===== config.mk =====
export PLATFORM = sky130hd
export DESIGN_NAME = next_audio_fifo
export DESIGN_NICKNAME = d
export VERILOG_FILES = /design/src/rtl/next_audio_pkg.sv /design/src/rtl/next_audio_fifo_mem.sv /design/src/rtl/next_audio_fifo.sv
export SDC_FILE = /design/constraint.sdc
export NUM_CORES = 1
export LEC_CHECK = 0
export ABC_AREA = 1
export CELL_PAD_IN_SITES_DETAIL_PLACEMENT = 1
export CELL_PAD_IN_SITES_GLOBAL_PLACEMENT = 2
export CORE_UTILIZATION = 38
export CTS_CLUSTER_DIAMETER = 200
export CTS_CLUSTER_SIZE = 14
export DETAILED_ROUTE_END_ITERATION = 12
export DONT_BUFFER_PORTS = 1
export PLACE_DENSITY = 0.87
export SLEW_MARGIN = 20
export SYNTH_ARGS = -nofsm -noshare
export SYNTH_HDL_FRONTEND = slang
export SYNTH_HIERARCHICAL = 1
export SYNTH_SLANG_ARGS = --single-unit
export TNS_END_PERCENT = 10

===== constraint.sdc =====
create_clock -name mon_clk -period 3.51 [get_ports mon_clk]
set_clock_uncertainty 0.2 [all_clocks]
set_input_delay 0.702 -clock mon_clk [delete_from_list [all_inputs] [get_ports mon_clk]]
set_output_delay 0.702 -clock mon_clk [all_outputs]
set_load 0.1 [all_outputs]

===== src/rtl/next_audio_pkg.sv =====
// Shared types and constants for the monitor-side audio elastic buffer.
package next_audio_pkg;
  localparam int SAMPLE_W = 32;
  localparam int UCOUNT_W = 8;
  localparam logic [SAMPLE_W-1:0] SILENCE = 32'h0;

  typedef enum logic [1:0] {
    ST_IDLE,
    ST_PRIME,
    ST_RUN,
    ST_DRAIN
  } audio_state_e;
endpackage


===== src/rtl/next_audio_fifo_mem.sv =====
// DEPTH x 32 sample storage: synchronous write, registered read.
module next_audio_fifo_mem
  import next_audio_pkg::*;
#(
  parameter int DEPTH = 16,
  parameter int AW    = 4
) (
  input  logic                clk,
  input  logic                wr_en,
  input  logic [AW-1:0]       wr_addr,
  input  logic [SAMPLE_W-1:0] wr_data,
  input  logic [AW-1:0]       rd_addr,
  output logic [SAMPLE_W-1:0] rd_data
);
  logic [SAMPLE_W-1:0] mem [DEPTH];

  always_ff @(posedge clk) begin
    if (wr_en) mem[wr_addr] <= wr_data;
    rd_data <= mem[rd_addr];
  end
endmodule


===== src/rtl/next_audio_fifo.sv =====
// Elastic sample buffer feeding the I2S serializer, with 22 kHz repeat,
// underrun fill, end-of-stream drain and host pacing indications.
module next_audio_fifo
  import next_audio_pkg::*;
#(
  parameter int DEPTH       = 16,
  parameter int AW          = 4,
  parameter int PRIME_LEVEL = 4,
  parameter int HIGH_WATER  = 12
) (
  input  logic                mon_clk,
  input  logic                hw_reset_n,
  input  logic [SAMPLE_W-1:0] sample_in,
  input  logic                sample_valid,
  input  logic                audio_start,
  input  logic                audio_end,
  input  logic                audio_22khz,
  input  logic                sample_take,
  output logic [SAMPLE_W-1:0] sample_out,
  output logic                request_mode,
  output logic                request_underrun,
  output logic                request_tick,
  output logic [AW:0]         level,
  output logic                overflow,
  output logic [UCOUNT_W-1:0] underrun_count
);
  localparam logic [AW:0] FULL_LVL  = (AW+1)'(DEPTH);
  localparam logic [AW:0] PRIME_LVL = (AW+1)'(PRIME_LEVEL);
  localparam logic [AW:0] HIGH_LVL  = (AW+1)'(HIGH_WATER);

  audio_state_e        state_reg;
  logic [AW-1:0]       wr_ptr_reg, rd_ptr_reg, rd_ptr_next;
  logic [AW:0]         level_reg;
  logic                rep_reg, overflow_reg, tick_reg;
  logic                byp_valid_reg;
  logic [SAMPLE_W-1:0] byp_data_reg, sample_out_reg, mem_data, head;
  logic [UCOUNT_W-1:0] ucount_reg;
  logic active, take_ev, rep_take, pop, empty_take, full, push, flush;

  always_comb begin
    active     = (state_reg == ST_PRIME) || (state_reg == ST_RUN);
    take_ev    = sample_take && ((state_reg == ST_RUN) || (state_reg == ST_DRAIN));
    rep_take   = take_ev && audio_22khz && !rep_reg;
    pop        = take_ev && !rep_take && (level_reg != '0);
    empty_take = take_ev && !rep_take && (level_reg == '0);
    full       = (level_reg == FULL_LVL);
    push       = sample_valid && active && (!full || pop);
    flush      = (state_reg == ST_DRAIN) && audio_start && !audio_end;
    rd_ptr_next = (!hw_reset_n || flush) ? '0 : rd_ptr_reg + AW'(pop);
    // The RAM prefetches the next head; a write landing on that slot is
    // not yet visible in the read register, so it is forwarded for a cycle.
    head = byp_valid_reg ? byp_data_reg : mem_data;
  end

  next_audio_fifo_mem #(.DEPTH(DEPTH), .AW(AW)) u_mem (
    .clk     (mon_clk),
    .wr_en   (push && hw_reset_n),
    .wr_addr (wr_ptr_reg),
    .wr_data (sample_in),
    .rd_addr (rd_ptr_next),
    .rd_data (mem_data)
  );

  always_ff @(posedge mon_clk) begin
    if (!hw_reset_n) begin
      state_reg      <= ST_IDLE;
      wr_ptr_reg     <= '0;
      rd_ptr_reg     <= '0;
      level_reg      <= '0;
      rep_reg        <= 1'b0;
      overflow_reg   <= 1'b0;
      tick_reg       <= 1'b0;
      byp_valid_reg  <= 1'b0;
      byp_data_reg   <= SILENCE;
      sample_out_reg <= SILENCE;
      ucount_reg     <= '0;
    end else begin
      tick_reg      <= 1'b0;
      rd_ptr_reg    <= rd_ptr_next;
      byp_valid_reg <= push && (wr_ptr_reg == rd_ptr_next);
      byp_data_reg  <= sample_in;
      if (push) wr_ptr_reg <= wr_ptr_reg + 1'b1;
      level_reg <= level_reg + (AW+1)'(push) - (AW+1)'(pop);
      if (sample_valid && active && full && !pop) overflow_reg <= 1'b1;
      if (rep_take) rep_reg <= 1'b1;
      if (pop) begin
        sample_out_reg <= head;
        rep_reg        <= 1'b0;
        // Threshold uses the occupancy right after this pop, ignoring a concurrent write.
        tick_reg       <= (state_reg == ST_RUN) && ((level_reg - 1'b1) < HIGH_LVL);
      end
      if (empty_take) begin
        sample_out_reg <= SILENCE;
        rep_reg        <= 1'b0;
        if (state_reg == ST_RUN) begin
          tick_reg <= 1'b1;
          if (ucount_reg != '1) ucount_reg <= ucount_reg + 1'b1;
        end
      end
      case (state_reg)
        ST_IDLE: if (audio_start) begin
          state_reg    <= ST_PRIME;
          overflow_reg <= 1'b0;
          rep_reg      <= 1'b0;
        end
        ST_PRIME: begin
          if (audio_end) state_reg <= ST_DRAIN;
          else if (level_reg >= PRIME_LVL) state_reg <= ST_RUN;
        end
        ST_RUN: if (audio_end) state_reg <= ST_DRAIN;
        ST_DRAIN: begin
          if (flush) begin
            state_reg      <= ST_PRIME;
            wr_ptr_reg     <= '0;
            level_reg      <= '0;
            rep_reg        <= 1'b0;
            sample_out_reg <= SILENCE;
          end else if (empty_take) begin
            state_reg      <= ST_IDLE;
          end
        end
        default: state_reg <= ST_IDLE;
      endcase
    end
  end

  assign sample_out       = sample_out_reg;
  assign request_mode     = active;
  assign request_underrun = (state_reg == ST_RUN) && (level_reg == '0);
  assign request_tick     = tick_reg;
  assign level            = level_reg;
  assign overflow         = overflow_reg;
  assign underrun_count   = ucount_reg;
endmodule


; Yosys cells after proc, flatten, opt, wreduce, memory -nomap -nowiden
; Memories as Yosys holds them, arrays and structs flattened. A register that Yosys moved wholly into a read port is not among the register bits.
; Cells that the tools add are included.
[totals]
input_bits = 39
mem_count = 1
output_inout_bits = 49
ramBits = 512
reg_bits = 91
wordCells = 93
[memory_table]
columns = memory, words, word_bits, rd, rd_clocked_by_memory_dff, wr, line
row1 = u_mem.mem, 16, 32, 1, 1, 1, next_audio_fifo_mem.sv:15  ; logic [SAMPLE_W-1:0] mem [DEPTH];
[op_classes]
n_mux = 32
addsub = 6
order_cmp = 2
eq_ne = 10
reduce_logical = 31
[op_table]
columns = cell, n
row1 = $mux 32, 5
row2 = $logic_and 1x1->1, 16
row3 = $mux 4, 4
row4 = $mux 1, 13
row5 = $mux 2, 6
row6 = $mux 5, 2
row7 = $add 8x1->8 const B, 1
row8 = $ne 8x8->1 const B, 1
row9 = $pmux 2 s4, 1
row10 = $logic_not 1->1, 6
row11 = $add 5x1->5, 1
row12 = $eq 5x5->1 const B, 1
row13 = $ge 5x3->1 const B, 1
row14 = $logic_not 5->1, 1
row15 = $lt 5x4->1 const B, 1
row16 = $reduce_bool 5->1, 1
row17 = $sub 5x1->5, 1
row18 = $sub 5x1->5 const B, 1
row19 = $add 4x1->4, 1
row20 = $add 4x1->4 const B, 1
row21 = $eq 2x2->1 const B, 2
row22 = $eq 4x4->1, 1
row23 = $logic_or 1x1->1, 4
row24 = $ne 2x2->1 const B, 2
row25 = 7 further kinds, 7

; Depth between registers and ports, before layout
[logic_depth]
ltp_word = 14
depth_mapped = 19
mapped_depth_nobuf = 18

; Modules after synthesis
; Netlist, hierarchy kept.
[by_module_without_submodules]
columns = module, instances, cells_each, seq_area_each_um2, area_per_inst_um2
row1 = next_audio_fifo_mem, 1, 2120, 16015.4, 22730.6
row2 = next_audio_fifo, 1, 492, 1821.7, 4136.5

; Worst setup path before layout
; Ideal clock, no wire load.
[synth_path]
path_kind = flip-flop to flip-flop
startpoint = register level_reg[2], in the netlist level[2]
endpoint = memory u_mem.mem[12][0] (enable)
arrival_ps = 3562
period_less_slack_ps = 4183
path_stages_with_launch = 10
required_time_ps = 2889
setup_ps = 421
path_buffers = 0
setup_slack_ps = -673
cell_sequence = dfxtp_1 > inv_1 > ha_1 > inv_1 > nor3_1 > nand2_1 > nand2_2 > nor2_2 > nand3_1 > nor2_1
[synth_between]
elab_chain_cells = 7
elab_cells_between_ends = 9
classes_between = eq/ne: 1 / mux: 2 / reduce/logical: 6
[synth_rtl]
columns = element, line
row1 = start: declaration, next_audio_fifo.sv:33  ; logic [AW:0] level_reg;
row2 = start signal: assignment, next_audio_fifo.sv:83  ; level_reg <= level_reg + (AW+1)'(push) - (AW+1)'(pop);
row3 = $eq 5x5->1 / $reduce_bool 5->1 (equally long branches), "next_audio_fifo.sv:46, next_audio_fifo.sv:44"
row4 = $logic_not 1->1 / $logic_and 1x1->1 (equally long branches), "next_audio_fifo.sv:47, next_audio_fifo.sv:44"
row5 = $logic_or 1x1->1 (*), next_audio_fifo.sv:47  ; push = sample_valid && active && (!full || pop);
row6 = $logic_and 1x1->1 (*), next_audio_fifo.sv:47
row7 = $logic_and 1x1->1 (*), next_audio_fifo.sv:57  ; .wr_en (push && hw_reset_n),
row8 = $mux 1 (*), next_audio_fifo_mem.sv:18  ; if (wr_en) mem[wr_addr] <= wr_data;
row9 = $mux 1 (implied by the code) (*), next_audio_fifo_mem.sv:18
row10 = end: declaration, next_audio_fifo_mem.sv:15
; Every way passes the cells marked *; elsewhere a longest branch is shown, timed or not.

; Final worst setup path
[layout_path]
startpoint = register state_reg[0]
endpoint = register level_reg[4], in the netlist level[4]
[layout_between]
elab_chain_cells = 14
elab_cells_between_ends = 20
classes_between = add/sub: 2 / eq/ne: 3 / mux: 2 / reduce/logical: 13
[layout_rtl]
columns = element, line
row1 = start: declaration, next_audio_fifo.sv:31  ; audio_state_e state_reg;
row2 = start signal: assignment, next_audio_fifo.sv:66  ; state_reg <= ST_IDLE;
row3 = start signal: assignment, next_audio_fifo.sv:102  ; state_reg <= ST_PRIME;
row4 = start signal: assignment, next_audio_fifo.sv:107  ; if (audio_end) state_reg <= ST_DRAIN;
row5 = "$eq 2x2->1, on equally long branches", --
row6 = $logic_or 1x1->1, next_audio_fifo.sv:42  ; take_ev = sample_take && ((state_reg == ST_RUN) || (state_reg == ST_DRAIN));
row7 = $logic_and 1x1->1, next_audio_fifo.sv:42
row8 = $logic_and 1x1->1 (2 in series), next_audio_fifo.sv:43  ; rep_take = take_ev && audio_22khz && !rep_reg;
row9 = $logic_not 1->1, next_audio_fifo.sv:44  ; pop = take_ev && !rep_take && (level_reg != '0);
row10 = $logic_and 1x1->1 (2 in series), next_audio_fifo.sv:44
row11 = $logic_or 1x1->1, next_audio_fifo.sv:47
row12 = $logic_and 1x1->1, next_audio_fifo.sv:47
row13 = $add 5x1->5, next_audio_fifo.sv:83
row14 = $sub 5x1->5, next_audio_fifo.sv:83
row15 = $mux 5, next_audio_fifo.sv:112  ; if (flush) begin
row16 = $mux 5 (*), next_audio_fifo.sv:100  ; case (state_reg)
; Marked as above.
; A chain may end at the register's enable or synchronous reset.

==> results.yml <==
routing:
  drt.antenna.violating_nets: 0
  first_pass_iters: 5
  drtIter0Drc: 1343
  avgViaCountPerCell: 5.07
  vias: 18500
  wl_per_cell_um: 20.8
  wirelength_um: 75900
  route.detailed.drc: 0
clocking:
  clkLatencyLatePin_ns: 0.62
  ctsResizeCount: 0
  cts_made_buffers: 51
  cts-root-buf: "clkbuf_16"
  cts_tree: "done"
  cts.sinks: 635
  postCtsSetupBuffers: 0
  ctsLongestPathBuffers: 3
  path_clk_slew_ns: 0.07
  cts_max_level: 2
global_route:
  first_global_vias: 19400
  gr-total-overflow: 0
  grt_antenna_before_repair: 3
  grtUsageTotal_pct: 21.2
  grt_max_degree: 68
  grt_pass1_wl_um: 115000
place:
  numPortBuffers: 0
  dp_slack_ns: 0.250
  dpl.hpwl_um: 42500
  gp_congestion: 0.783
worst_setup_path:
  worstPathRequired_ns: 3.85
  end_kind: "flip-flop"
  crit_type: "reg -> reg"
  crit_arrival_ns: 3.61
  critPathLaunchType: "flip-flop"
  path_max_fanout: 6
floorplan:
  core_area_sq_mm: 0.0700
  ios: 88
  core.rowCount: 97
  fp.dieW_um: 268
  die_y_um: 268
  initial_core_util_pct: 38.4
  die-area_sq_mm: 0.0718
outcome:
  status: "completed"
sta:
  rsz0062_at_grt: "no"
  fin_crit_sh_pct: 93.2
  fin_setup_tns_ns: 0
  fin_crit_ns: 3.27
  setup_ws_ns: 0.240
  slew_viol_final: 0
  tightest_slew_ns: 1.10
  hold_violations: 0
  setup_violations: 0
  max_freq_mhz: 306
  slew_headroom_pct: 26.3
final_layout:
  nNetsFinal: 2719
  most-common-layout-cells: "nand2_1 (758), edfxtp_1 (512), inv_1 (462)"
  largest_reg_flops: 512
  drive_gt1_share_pct: 7.11
  largest_register: "u_mem/mem"
  area_growth_pct: 12.4
  final_common_cell: "nand2_1"
yosys:
  ys_seq_area_share_pct: 66.4
  yosysTopAreaCellShare_pct: 57.2
  synthesis.nets: 2671
  ys_warn_count: 6
  synth.area.top_cells: "edfxtp_1 (57%), nand2_1 (11%), dfxtp_1 (9.2%), nand3_1 (7.5%), inv_1 (6.5%)"
  synth-seq-cells: 635
  synthCells: 2612
  syn_area_sq_mm: 0.0269
  synth_cell_types: 40
  syn_area_per_cell_sq_um: 10.3
  yosysTopAreaCell: "edfxtp_1"
power:
  power.density_cell_area_mw_per_mm2: 569
  ir_worst_vdd_mv: 0.385
  leakage_nw: 12.5
run:
  max_cap_viol_count: 0
min_path:
  hp-class: "in -> reg"
==> final cells by class <==
type,count,area [sq um]
diodes,4,10.0
clock buffers,92,1450
clock inverters,3,36.3
fillers,7782,39800
inverters,469,1770
multi-input cells,1385,6600
flip-flops and latches,635,17800
well taps,940,1180
repair buffers,118,1300
==> stage by stage <==
step / hold slack (ns) / std cells / instance area [sq um] / total power [mW] / utilization, %
finish: 0.0278 / 3646 / 30200 / 17.2 / 43.1
global placement: 0.325 / 3509 / 28300 / 11.6 / 40.4
floorplan: 0.309 / 2612 / 26900 / 11.0 / -
global route: 0.0165 / 3644 / 30200 / 17.8 / 43.1
CTS: 0.000668 / 3641 / 30100 / 17.3 / 43.1
detailed placement: 0.338 / 3509 / 28300 / 11.7 / 40.4
==> worst max-delay path, stage by stage, from the launching register on <==
cell and delay, ns:
dfxtp_1 0.33, inv_1 0.12, ha_1 0.31, inv_2 0.10, nand2_2 0.09, nand3_4 0.11, nand2_1 0.13, nand2_2 0.06
ha_1 0.26, inv_1 0.06, ha_1 0.17, inv_1 0.06, fa_1 0.37, or2_2 0.29, a21oi_1 0.13, nor2_1 0.07
xor2_1 0.16, inv_1 0.06, nor2_1 0.10
==> cell usage after synthesis (all sizes together) <==
cell type / number
nand2: 761
edfxtp: 512
inv: 469
nand3: 406
dfxtp: 123
buf: 105
nor2: 82
a211oi: 31
mux2i: 30
ha: 19
clkbuf: 18
a21oi: 17
o21ai: 10
xor2: 8
nand4: 4
nor3: 3
or2: 3
nand3b: 2
xnor2: 2
a31oi: 1
and3: 1
fa: 1
mux2: 1
o211ai: 1
o21a: 1
o21bai: 1
==> cells by family after synthesis <==
logic type | count (synthesis) | share of synthesized area, %
simple gates | 1262 | 19.9
mux | 31 | 1.16
compound gates | 62 | 1.64
flops | 635 | 66.4
buf+inv | 592 | 9.61
fa+ha+maj | 20 | 0.959
xor+xnor | 10 | 0.326
==> worst paths after layout <==
kind,start,end,slack [ns],cells after the start
worst max-delay path,state_reg[0]$_SDFFE_PN0P_,level[4]$_SDFF_PN0_,0.24,18
worst min-delay path,hw_reset_n,underrun_count[6]$_SDFFE_PN0P_,0.03,2
worst max register to register,state_reg[0]$_SDFFE_PN0P_,level[4]$_SDFF_PN0_,0.24,18
worst min register to register,u_mem/rd_data[5]$_DFF_P_,sample_out[5]$_SDFF_PN0_,0.35,2
==> metal layers <==
metal	routed length, um	global-route usage [%]
met1	31900	26.5
met4	1640	5.70
met5	10	0
met2	39400	38.7
met3	2950	2.63
==> where the power goes <==
| group | internal, mW | leakage, nW | switching, mW | total (mW) |
|---|---|---|---|---|
| clock network | 2.80 | 0.706 | 2.70 | 5.49 |
| registers | 8.46 | 5.62 | 0.527 | 8.98 |
| logic | 0.812 | 6.21 | 1.88 | 2.69 |
==> what timing repair did <==
action,CTS,global route
hold endpoints to repair,544,0
setup endpoints to repair,0,0
hold buffers,37,0
(Power assumes the default switching activity.)
